===== src/rtl/psum_exchange_reader.sv =====
// Read side of the cross-core partial-sum exchange: pops the peer core's sum
// from the async FIFO and adds it to this core's local sum.
module psum_exchange_reader #(
    parameter int bw_psum = 19,
    parameter int sw      = bw_psum + 4,
    parameter int TIMEOUT = 255
) (
    input  logic          clk,
    input  logic          reset,
    input  logic [sw-1:0] local_sum,
    input  logic          local_sum_vld,
    output logic          local_rdy,
    input  logic          ext_empty,
    output logic          ext_rd,
    input  logic [sw-1:0] ext_data,
    output logic [sw:0]   total_sum,
    output logic          total_vld,
    output logic          timeout_err,
    input  logic          err_clr,
    output logic [7:0]    pair_cnt
);

    typedef enum logic [1:0] {
        ST_IDLE,
        ST_WAIT,
        ST_REQ,
        ST_CAP
    } state_t;

    localparam logic [7:0] timer_last = 8'(TIMEOUT - 1);

    state_t        state;
    logic [sw-1:0] local_q;
    logic [7:0]    timer;

    // NOTE: all state is registered with non-blocking assignments so every
    // branch below reads the pre-edge values, independent of statement order.
    always_ff @(posedge clk) begin
        if (reset) begin
            state       <= ST_IDLE;
            local_q     <= '0;
            timer       <= '0;
            local_rdy   <= 1'b1;
            ext_rd      <= 1'b0;
            total_sum   <= '0;
            total_vld   <= 1'b0;
            timeout_err <= 1'b0;
            pair_cnt    <= '0;
        end else begin
            ext_rd    <= 1'b0;
            total_vld <= 1'b0;
            // A timeout set later in this block overrides the clear.
            if (err_clr)
                timeout_err <= 1'b0;

            case (state)
                ST_IDLE: begin
                    if (local_sum_vld) begin
                        local_q   <= local_sum;
                        timer     <= '0;
                        local_rdy <= 1'b0;
                        state     <= ST_WAIT;
                    end
                end
                ST_WAIT: begin
                    if (!ext_empty) begin
                        ext_rd <= 1'b1;
                        state  <= ST_REQ;
                    end else if (timer == timer_last) begin
                        timeout_err <= 1'b1;
                        local_q     <= '0;
                        local_rdy   <= 1'b1;
                        state       <= ST_IDLE;
                    end else begin
                        timer <= timer + 8'd1;
                    end
                end
                ST_REQ: begin
                    state <= ST_CAP;
                end
                ST_CAP: begin
                    // Both operands sign-extended by one bit: the sum cannot overflow.
                    total_sum <= {local_q[sw-1], local_q} + {ext_data[sw-1], ext_data};
                    total_vld <= 1'b1;
                    pair_cnt  <= pair_cnt + 8'd1;
                    local_rdy <= 1'b1;
                    state     <= ST_IDLE;
                end
                default: begin
                    state <= ST_IDLE;
                end
            endcase
        end
    end

endmodule


===== config.mk =====
export PLATFORM = sky130hd
export DESIGN_NAME = psum_exchange_reader
export DESIGN_NICKNAME = d
export VERILOG_FILES = /design/src/rtl/psum_exchange_reader.sv
export SDC_FILE = /design/constraint.sdc
export NUM_CORES = 1
export LEC_CHECK = 0
export BUFFER_PORTS_ARGS = -buffer_cell sky130_fd_sc_hd__buf_2
export CAP_MARGIN = 10
export CORE_MARGIN = 2
export CORE_UTILIZATION = 54
export DETAILED_ROUTE_END_ITERATION = 12
export PLACE_DENSITY = 0.9
export SLEW_MARGIN = 20
export SYNTH_ARGS = -nofsm -noshare
export SYNTH_HDL_FRONTEND = slang
export SYNTH_SLANG_ARGS = --single-unit

===== constraint.sdc =====
create_clock -name clk -period 3.2 [get_ports clk]
set_input_delay 0.64 -clock clk [delete_from_list [all_inputs] [get_ports clk]]
set_output_delay 0.64 -clock clk [all_outputs]
set_load 0.1 [all_outputs]

==> Word level (Yosys, flattened, before mapping) <==
Index checks and enable logic that the tools add are counted.
{ "word_totals": {"ff_bits": 69, "in_bits": 51, "out_inout_bits": 36, "wordCells": 52} }
{ "classes": {"add_sub_neg": 3, "n_eq_ne": 9, "mux": 22, "n_bitwise": 1, "reduce_logical": 8} }
{ "ops": {"columns": ["cell", "count"], "rows": [
  ["$mux 23", 3],
  ["$pmux 23 s2", 1],
  ["$add 23x23->24", 1],
  ["$mux 8", 3],
  ["$add 8x1->8 const B", 2],
  ["$pmux 8 s2", 1],
  ["$reduce_and 4->1", 3],
  ["$mux 1", 9],
  ["$eq 8x8->1 const B", 1],
  ["$ne 2x2->1 const B", 4],
  ["$pmux 2 s4", 1],
  ["$mux 2", 3],
  ["$eq 2x2->1 const B", 2],
  ["$ne 3x3->1 const B", 1],
  ["$pmux 1 s3", 1],
  ["$reduce_bool 3->1", 1],
  ["$eq 2x1->1 const B", 1],
  ["$logic_not 2->1", 1],
  ["$reduce_and 2->1", 1],
  ["$reduce_bool 2->1", 1],
  ["$reduce_or 2->1", 1],
  ["$not 1->1", 1]
]} }

==> Logic depth before layout (Yosys ltp) <==
Gate-level depths: netlist of the first run.
{ "logic_depth": {"word_depth": 4, "mapped_depth": 9, "depth_no_buf": 9} }

==> Least setup slack after synthesis of the first run <==
Ideal clock, no wire load.
{ "synth_timing": {"kind": "input-to-reg", "start": "in ext_data[0]", "end": "reg total_sum[18]", "setup_ns": 0.122, "arrival_ns": 2.604, "t_required_ns": 3.078, "path_slack_ns": 0.473, "stages": 9, "path_buffers": 0, "path_cell_list": "ha_1 fa_1 a21o_1 a221o_2 a31oi_4 o21ai_2 a311oi_2 xor2_1 o21ai_1"} }
{ "synth_between": {"elab_chain_len": 1} }
{ "synth_rtl": {"columns": ["item", "line", "rtl"], "rows": [
  ["start: declaration", "15", "input logic [sw-1:0] ext_data,"],
  ["$add 23x23->24", "83", "total_sum <= {local_q[sw-1], local_q} + {ext_data[sw-1], ext_data};"],
  ["end signal: assignment", "83", null],
  ["end: declaration", "16", "output logic [sw:0] total_sum,"]
]} }
Every way passes these cells.
A chain may end at the register's enable or synchronous reset.

==> Worst setup path in the final report of the first run <==
{ "layout_timing": {"start": "in ext_data[0]", "end": "reg total_sum[22]"} }
Same word-level chain as after synthesis.

==> results of run 1 <==
metal layers:
| metal | wire length (um) | track usage [%] |
|---|---|---|
| met5 | 0 | 0 |
| met4 | 255 | 11.3 |
| met3 | 603 | 5.40 |
| met2 | 4180 | 38.0 |
| met1 | 3920 | 29.7 |
cells in the final DEF, fill, tap and decap left out, types with 5 or more instances in the layout:
cell type	Yosys	routed
ha_1	31	31
nand2_1	37	37
nand2b_1	5	5
buf_2	0	86
xor2_1	18	18
a21o_1	7	7
o21a_1	5	5
buf_4	0	5
nor2_1	62	62
and3_1	7	7
dfxtp_1	69	69
nor2b_1	7	7
clkbuf_8	0	9
a22oi_1	25	25
nand3_1	5	5
mux2i_1	13	13
a21oi_1	24	24
inv_1	7	7
nand4_1	6	6
o21ai_0	20	20
xnor2_1	8	8
final timing paths:
check,startpoint,endpoint,cells after the start
setup / recovery,ext_data[0],total_sum[22]$_SDFFE_PP0P_,10
hold / removal,total_sum[21]$_SDFFE_PP0P_,total_sum[21]$_SDFFE_PP0P_,2
setup reg to reg,local_q[0]$_SDFFE_PP0P_,total_sum[22]$_SDFFE_PP0P_,9
hold reg to reg,total_sum[21]$_SDFFE_PP0P_,total_sum[21]$_SDFFE_PP0P_,2
tightest hold or removal path, delay by kind of cell (launching register included):
kind            cells  cell delay (ns)
compound gates      1             0.05
simple gates        1             0.05
flops               1             0.31
state kept, by name, indices dropped and copies added (netlist names), named ones only:
name,flops
total_sum,24
local_q,23
pair_cnt,8
timer,8
ext_rd,1
local_rdy,1
state,1
timeout_err,1
total_vld,1
final cells by class:
class / instances / area [um2] / share of cell area, %
inverter: 7 / 26.3 / 0.584
multi-input combinational: 337 / 2260 / 50.3
clock buffer: 10 / 128 / 2.83
timing repair buffer: 91 / 468 / 10.4
tap: 80 / 100 / 2.22
sequential: 69 / 1380 / 30.7
clock inverter: 6 / 135 / 3.00
through the flow:
step	instances	setup WS, ns
3_3_place_gp	584	0.248
4_1_cts	600	0.553
5_1_grt	600	0.431
2_1_floorplan	433	0.473
6_report	600	0.557
3_5_place_dp	584	0.189
cell usage after synthesis (4+ instances only):
| cell type | number | area [um2] |
|---|---|---|
| a21o_1 | 7 | 52.6 |
| nand2b_1 | 5 | 31.3 |
| and3_1 | 7 | 43.8 |
| dfxtp_1 | 69 | 1380 |
| clkbuf_1 | 18 | 67.6 |
| o21a_1 | 5 | 37.5 |
| nand2_1 | 37 | 139 |
| o21ai_0 | 20 | 100 |
| xor2_1 | 18 | 158 |
| nand4_1 | 6 | 37.5 |
| xnor2_1 | 8 | 70.1 |
| inv_1 | 7 | 26.3 |
| a22oi_1 | 25 | 188 |
| a31oi_1 | 4 | 25.0 |
| o21ai_1 | 4 | 20.0 |
| a21oi_1 | 24 | 120 |
| ha_1 | 31 | 388 |
| nor2_1 | 62 | 233 |
| nand3_1 | 5 | 25.0 |
| or3_1 | 4 | 25.0 |
| a211oi_1 | 4 | 30.0 |
| nor2b_1 | 7 | 43.8 |
| mux2i_1 | 13 | 130 |
power by group through the flow:
stage / Clock, mW / Combinational, mW / Sequential, mW
after floorplan: 0 / 0.414 / 0.991
after global placement: 0 / 0.578 / 0.950
after detailed placement: 0 / 0.597 / 0.952
after CTS: 0.940 / 0.604 / 0.932
after global routing: 0.981 / 0.672 / 0.939
final: 0.934 / 0.610 / 0.933
cell families (layout without fill, tap and decap cells):
family / count (synthesis) / after routing / share of synthesized area (%)
DFF: 69 / 69 / 36.9
buffers and inverters: 27 / 114 / 2.71
xor gates and xnor gates: 26 / 26 / 6.08
and+or+nand+nor: 149 / 149 / 18.4
adders and majority gates: 32 / 32 / 10.9
muxes: 14 / 14 / 3.77
AOI/OAI and AO/OA: 116 / 116 / 21.2
==> run_results.csv, run 1 <==
group,metric,value,unit
drt,drc,0,
synth,yosysSeqAreaShare,36.9,%
place,dpl_cell_area,4240,um2
critical_path,critPathBufInv,1,
place,hpwl,6490,um
drt,routed_via_density,5.79,
die,die-area,7620,um2
timing,relSlewSlack,42.2,%
global_route,overflow,0,
power,clkPwrFrac,37.7,%
run,cap_violations,0,
drt,first_pass_iters,4,
drt,wirelength,8950,um
die,rows,30,
synth,synth_area_per_cell,8.65,um2
synth,yosysWarningCount,0,
synth,synth_edf_count,0,
die,start_util,55.4,%
cts,post-cts-setup-buffers,0,
timing,hold_ws,0.456,ns
timing,layout_min_cycle_time,2.64,ns
drt,initialDrtViolationCount,149,
power,p_int,1.74,mW
drt,final_antenna_net_count,0,
synth,ys_ff_latch,69,
min_path,hp-class,"reg2reg",
drt,wl_per_cell,14.9,um
power,power_density,550,nW/um2
die,core_region_area,6760,um2
power,p_sw,0.740,mW
final_layout,drive_gt1_share,23.3,%
timing,rsz0062_at_grt,"no",
cts,cts_tree,"done",
drt,num_vias,3476,
synth,synthCells,433,
global_route,antenna_found_initial,0,
timing,worst_pin_slew,0.867,ns
global_route,grt_pass1_wl,14400,um
run_status,status,"completed",
cts,root_buffer,"clkbuf_8",
place,place.port_buffers,86,
place,globalplace.congestion,0.992,
timing,drv_slew,0,
critical_path,cp-start-kind,"input port",
global_route,grt_util_all_layers,23.6,%
power,finalPower,2.48,mW
power,p_comb_share,24.6,%
final_layout,area_growth,20.2,%
final_layout,insertedDiodeCount,0,
critical_path,slowest_stage,"fa_1",
final_layout,utilization,66.6,%
final_layout,design_area,4500,um2
cts,clk_pin_slew_worst_paths,0.07,ns
cts,clk_latency,0.35,ns
final_layout,nets,598,
critical_path,crit_fanout,5,
cts,numCtsBuffers,9,
cts,cts_num_sinks,69,
power,p_leak,2.05,nW
timing,fmax,378,MHz
critical_path,critical-path-top-delay-family,"compound AO/OA/AOI/OAI gates",
critical_path,rrSetupSlack,0.63,ns
synth,synth.cell_area,3750,um2
cts,cts-htree-levels,3,
timing,hold_violations,0,
synth,synth_cell_types,53,
final_layout,fillers,554,
cts,ctsResizeCount,0,
die,dieWidth,87.3,um
cts,cts_hold_buffers,0,
timing,setup_viol,0,
timing,finalClockSkew,0.00824,ns
power,p_seq_share,37.7,%
die,io_pins,87,
critical_path,path_cells,"buf_2 -> ha_1 -> fa_1 -> a21o_1 -> a221o_2 -> a31oi_4 -> o21ai_2 -> a31oi_1 -> xor2_1 -> o21ai_0",
timing,period_share,82.6,%
critical_path,critPathKind,"in2reg",
synth,synth_nets,516,
synth,synth_ff_type,"dfxtp_1",
critical_path,crit_path_end_kind,"flip-flop",
critical_path,worstPathRequired,3.41,ns
global_route,grt_pass1_vias,3266,
critical_path,critPathMaxStageDelay,0.41,ns
synth,synthArstFlopShare,0,%
global_route,grt_max_degree,60,
power,ir_drop,0.319,mV
critical_path,arrival,2.85,ns
power,p_sw_share,29.9,%
cts,clk_path_buf_depth,2,
timing,fin_tns_setup,0,ns
die,die_y,87.3,um
No activity file was read; power rests on OpenSTA's default activity.
==> inputs of run 2 (changes only) <==
--- a/config.mk
+++ b/config.mk
@@ -5,12 +5,13 @@
 export SDC_FILE = /design/constraint.sdc
 export NUM_CORES = 1
 export LEC_CHECK = 0
+export ABC_AREA = 1
 export BUFFER_PORTS_ARGS = -buffer_cell sky130_fd_sc_hd__buf_2
 export CAP_MARGIN = 10
 export CORE_MARGIN = 2
-export CORE_UTILIZATION = 54
+export CORE_UTILIZATION = 55
 export DETAILED_ROUTE_END_ITERATION = 12
-export PLACE_DENSITY = 0.9
+export PLACE_DENSITY = 0.89
 export SLEW_MARGIN = 20
 export SYNTH_ARGS = -nofsm -noshare
 export SYNTH_HDL_FRONTEND = slang
==> constraint.sdc (replaced) <==
create_clock -name clk -period 2.44 [get_ports clk]
set_input_delay 0.488 -clock clk [delete_from_list [all_inputs] [get_ports clk]]
set_output_delay 0.488 -clock clk [all_outputs]
set_load 0.1 [all_outputs]
==> run_results.csv, run 2 <==
group,metric,value,unit
run_status,status,"completed",
power,clkPwrFrac,29.8,%
cts,cts_hold_buffers,0,
synth,synth_common_cells,"234 x nand2_1, 110 x inv_1, 80 x nor2_1, 69 x dfxtp_1, 50 x a21oi_1",
final_layout,fillers,774,
synth,synth_area_per_cell,6.33,um2
drt,drc,0,
die,die_y,94.6,um
final_layout,largest_reg_flops,24,
die,die-area,8950,um2
cts,post-cts-setup-buffers,0,
synth,synth_edf_count,0,
final_layout,multi_input_area,2600,um2
final_layout,nets,880,
cts,ctsResizeCount,0,
min_path,hp-class,"in2reg",
place,place.port_buffers,86,
final_layout,top_register,"total_sum",
cts,cts_tree,"done",
global_route,use_met2,40.7,%
die,core_region_area,8090,um2
timing,layout_min_cycle_time,1.99,ns
timing,final.setup.worst_slack,0.450,ns
critical_path,critPathKind,"reg2reg",
power,p_leak,2.89,nW
synth,ys_ff_latch,69,
place,dp_cells,891,
cts,cts-htree-levels,3,
critical_path,worstPathRequired,2.72,ns
power,ir_drop,0.273,mV
final_layout,drive_gt1_share,16.2,%
final_layout,final_cell_mix,"234 x nand2_1, 110 x inv_1, 86 x buf_2",
global_route,grt.busiest_layer,"met2",
cts,clk_latency,0.35,ns
drt,wl_per_cell,11.6,um
place,dpl_cell_area,5000,um2
timing,worst_pin_slew,0.555,ns
min_path,holdPathStages,4,
critical_path,reg2reg_depth,9,
synth,synth_ff_type,"dfxtp_1",
global_route,grt_pass1_wl,17800,um
timing,drv_slew,0,
power,p_seq_share,38.6,%
cts,clk_pin_slew_worst_paths,0.08,ns
final_layout,mostFrequentLayoutCell,"nand2_1",
synth,synthTopCellsByArea,"dfxtp_1 31%, nand2_1 19%, inv_1 9.1%, ha_1 8.6%, nor2_1 6.7%",
global_route,overflow,0,
synth,synthCells,713,
power,power_density,615,nW/um2
cts,clk_path_buf_depth,2,
place,globalplace.congestion,0.954,
timing,finalClockSkew,0.00726,ns
synth,synth_top_area_share,30.6,%
critical_path,cp-start-kind,"flip-flop",
timing,rsz0062_at_grt,"no",
synth,synth.cell_area,4520,um2
critical_path,crit_fanout,23,
power,p_comb_share,31.6,%
timing,relSlewSlack,63.0,%
synth,synth_nets,796,
die,rows,33,
drt,first_pass_iters,5,
global_route,antenna_found_initial,0,
power,p_int,2.01,mW
synth,yosysTopAreaCell,"dfxtp_1",
timing,hold_ws,0.382,ns
die,io_pins,87,
synth,synth.most_common_cell,"nand2_1",
global_route,grt_util_all_layers,25.0,%
drt,initialDrtViolationCount,266,
final_layout,largest_registers,"total_sum (24), local_q (23)",
cts,root_buffer,"clkbuf_8",
final_layout,insertedDiodeCount,0,
global_route,use_met1,33.8,%
cts,cts_num_sinks,69,
drt,routed_via_density,5.02,
global_route,grt_pass1_vias,4112,
critical_path,crit_path_end_kind,"flip-flop",
synth,yosysSeqAreaShare,30.6,%
power,p_sw_share,37.1,%
run,cap_violations,0,
die,start_util,55.8,%
place,place_ws,0.178,ns
synth,synth_cell_types,36,
global_route,grt_max_degree,51,
timing,fmax,503,MHz
die,dieWidth,94.6,um
final_layout,final-seq-area,1380,um2
drt,final_antenna_net_count,0,
final_layout,instances_no_fill,907,
timing,setup_viol,0,
cts,numCtsBuffers,9,
final_layout,design_area,5200,um2
power,p_sw,1.19,mW
synth,synthArstFlopShare,0,%
timing,hold_violations,0,
critical_path,arrival,2.27,ns
final_layout,area_growth,15.2,%
timing,fin_tns_setup,0,ns
synth,yosysWarningCount,0,
drt,num_vias,4550,
drt,wirelength,10600,um
place,hpwl,8140,um
timing,period_share,81.6,%
global_route,use_met3,4.55,%
[run 2: cell count changes after synthesis, moves of 18 or more]
cell,before,now
nor2_1,62,80
nand2_1,37,234
nand3_1,5,42
a21oi_1,24,50
inv_1,7,110
a22oi_1,25,0
[run 2: worst paths after layout]
path / startpoint / endpoint / slack [ns]
setup / recovery: state[0]$_SDFFE_PP0P_ / local_q[5]$_SDFFE_PP0P_ / 0.45
hold / removal: err_clr / timeout_err$_SDFF_PP0_ / 0.38
setup reg to reg: state[0]$_SDFFE_PP0P_ / local_q[5]$_SDFFE_PP0P_ / 0.45
hold reg to reg: timeout_err$_SDFF_PP0_ / timeout_err$_SDFF_PP0_ / 0.46
[run 2: layout make-up]
type                    count  share of cell area [%]
multi-input cells         514                    50.0
well taps                 105                    2.53
inverters                 113                    8.20
repair buffers             90                    8.85
flip-flops and latches     69                    26.6
clock buffers              10                    2.65
clock inverters             6                    1.20
[run 2: stage by stage]
step	power (mW)	utilization (%)
after floorplan	2.06	-
after global placement	2.25	61.8
after detailed placement	2.26	61.8
after CTS	3.22	64.3
after global routing	3.41	64.3
final	3.20	64.3
[run 2: critical path, cell delays in order (launching register included)]
cell and delay [ns]:
dfxtp_1 0.43, inv_1 0.11, ha_1 0.24, nand2_1 0.19, nand2_4 0.10, nor2_8 0.15, nand2_2 0.08, inv_2 0.34
nand2_1 0.10, a21oi_1 0.16
[run 2: logic make-up (layout without fill, tap and decap cells)]
group	Yosys count	count (layout)	share of synthesized area (%)
adders and majority gates	32	32	9.03
AOI/OAI and AO/OA	73	73	8.31
xor gates and xnor gates	12	12	2.33
buffers and inverters	130	219	11.8
DFF	69	69	30.6
and+or+nand+nor	397	397	37.9
[run 2: power by group through the flow]
stage / sequential (mW) / clock (mW) / combinational [mW]
3_5_place_dp: 1.26 / 0 / 1.00
5_1_grt: 1.24 / 1.03 / 1.14
2_1_floorplan: 1.33 / 0 / 0.727
6_report: 1.24 / 0.953 / 1.01
4_1_cts: 1.24 / 0.976 / 1.01
3_3_place_gp: 1.26 / 0 / 0.988
[run 2: metal layers]
layer	vias to the layer above	routed length, um
li1	2382	-
met3	13	837
met1	2010	4740
met5	-	0
met2	145	4850
met4	0	129
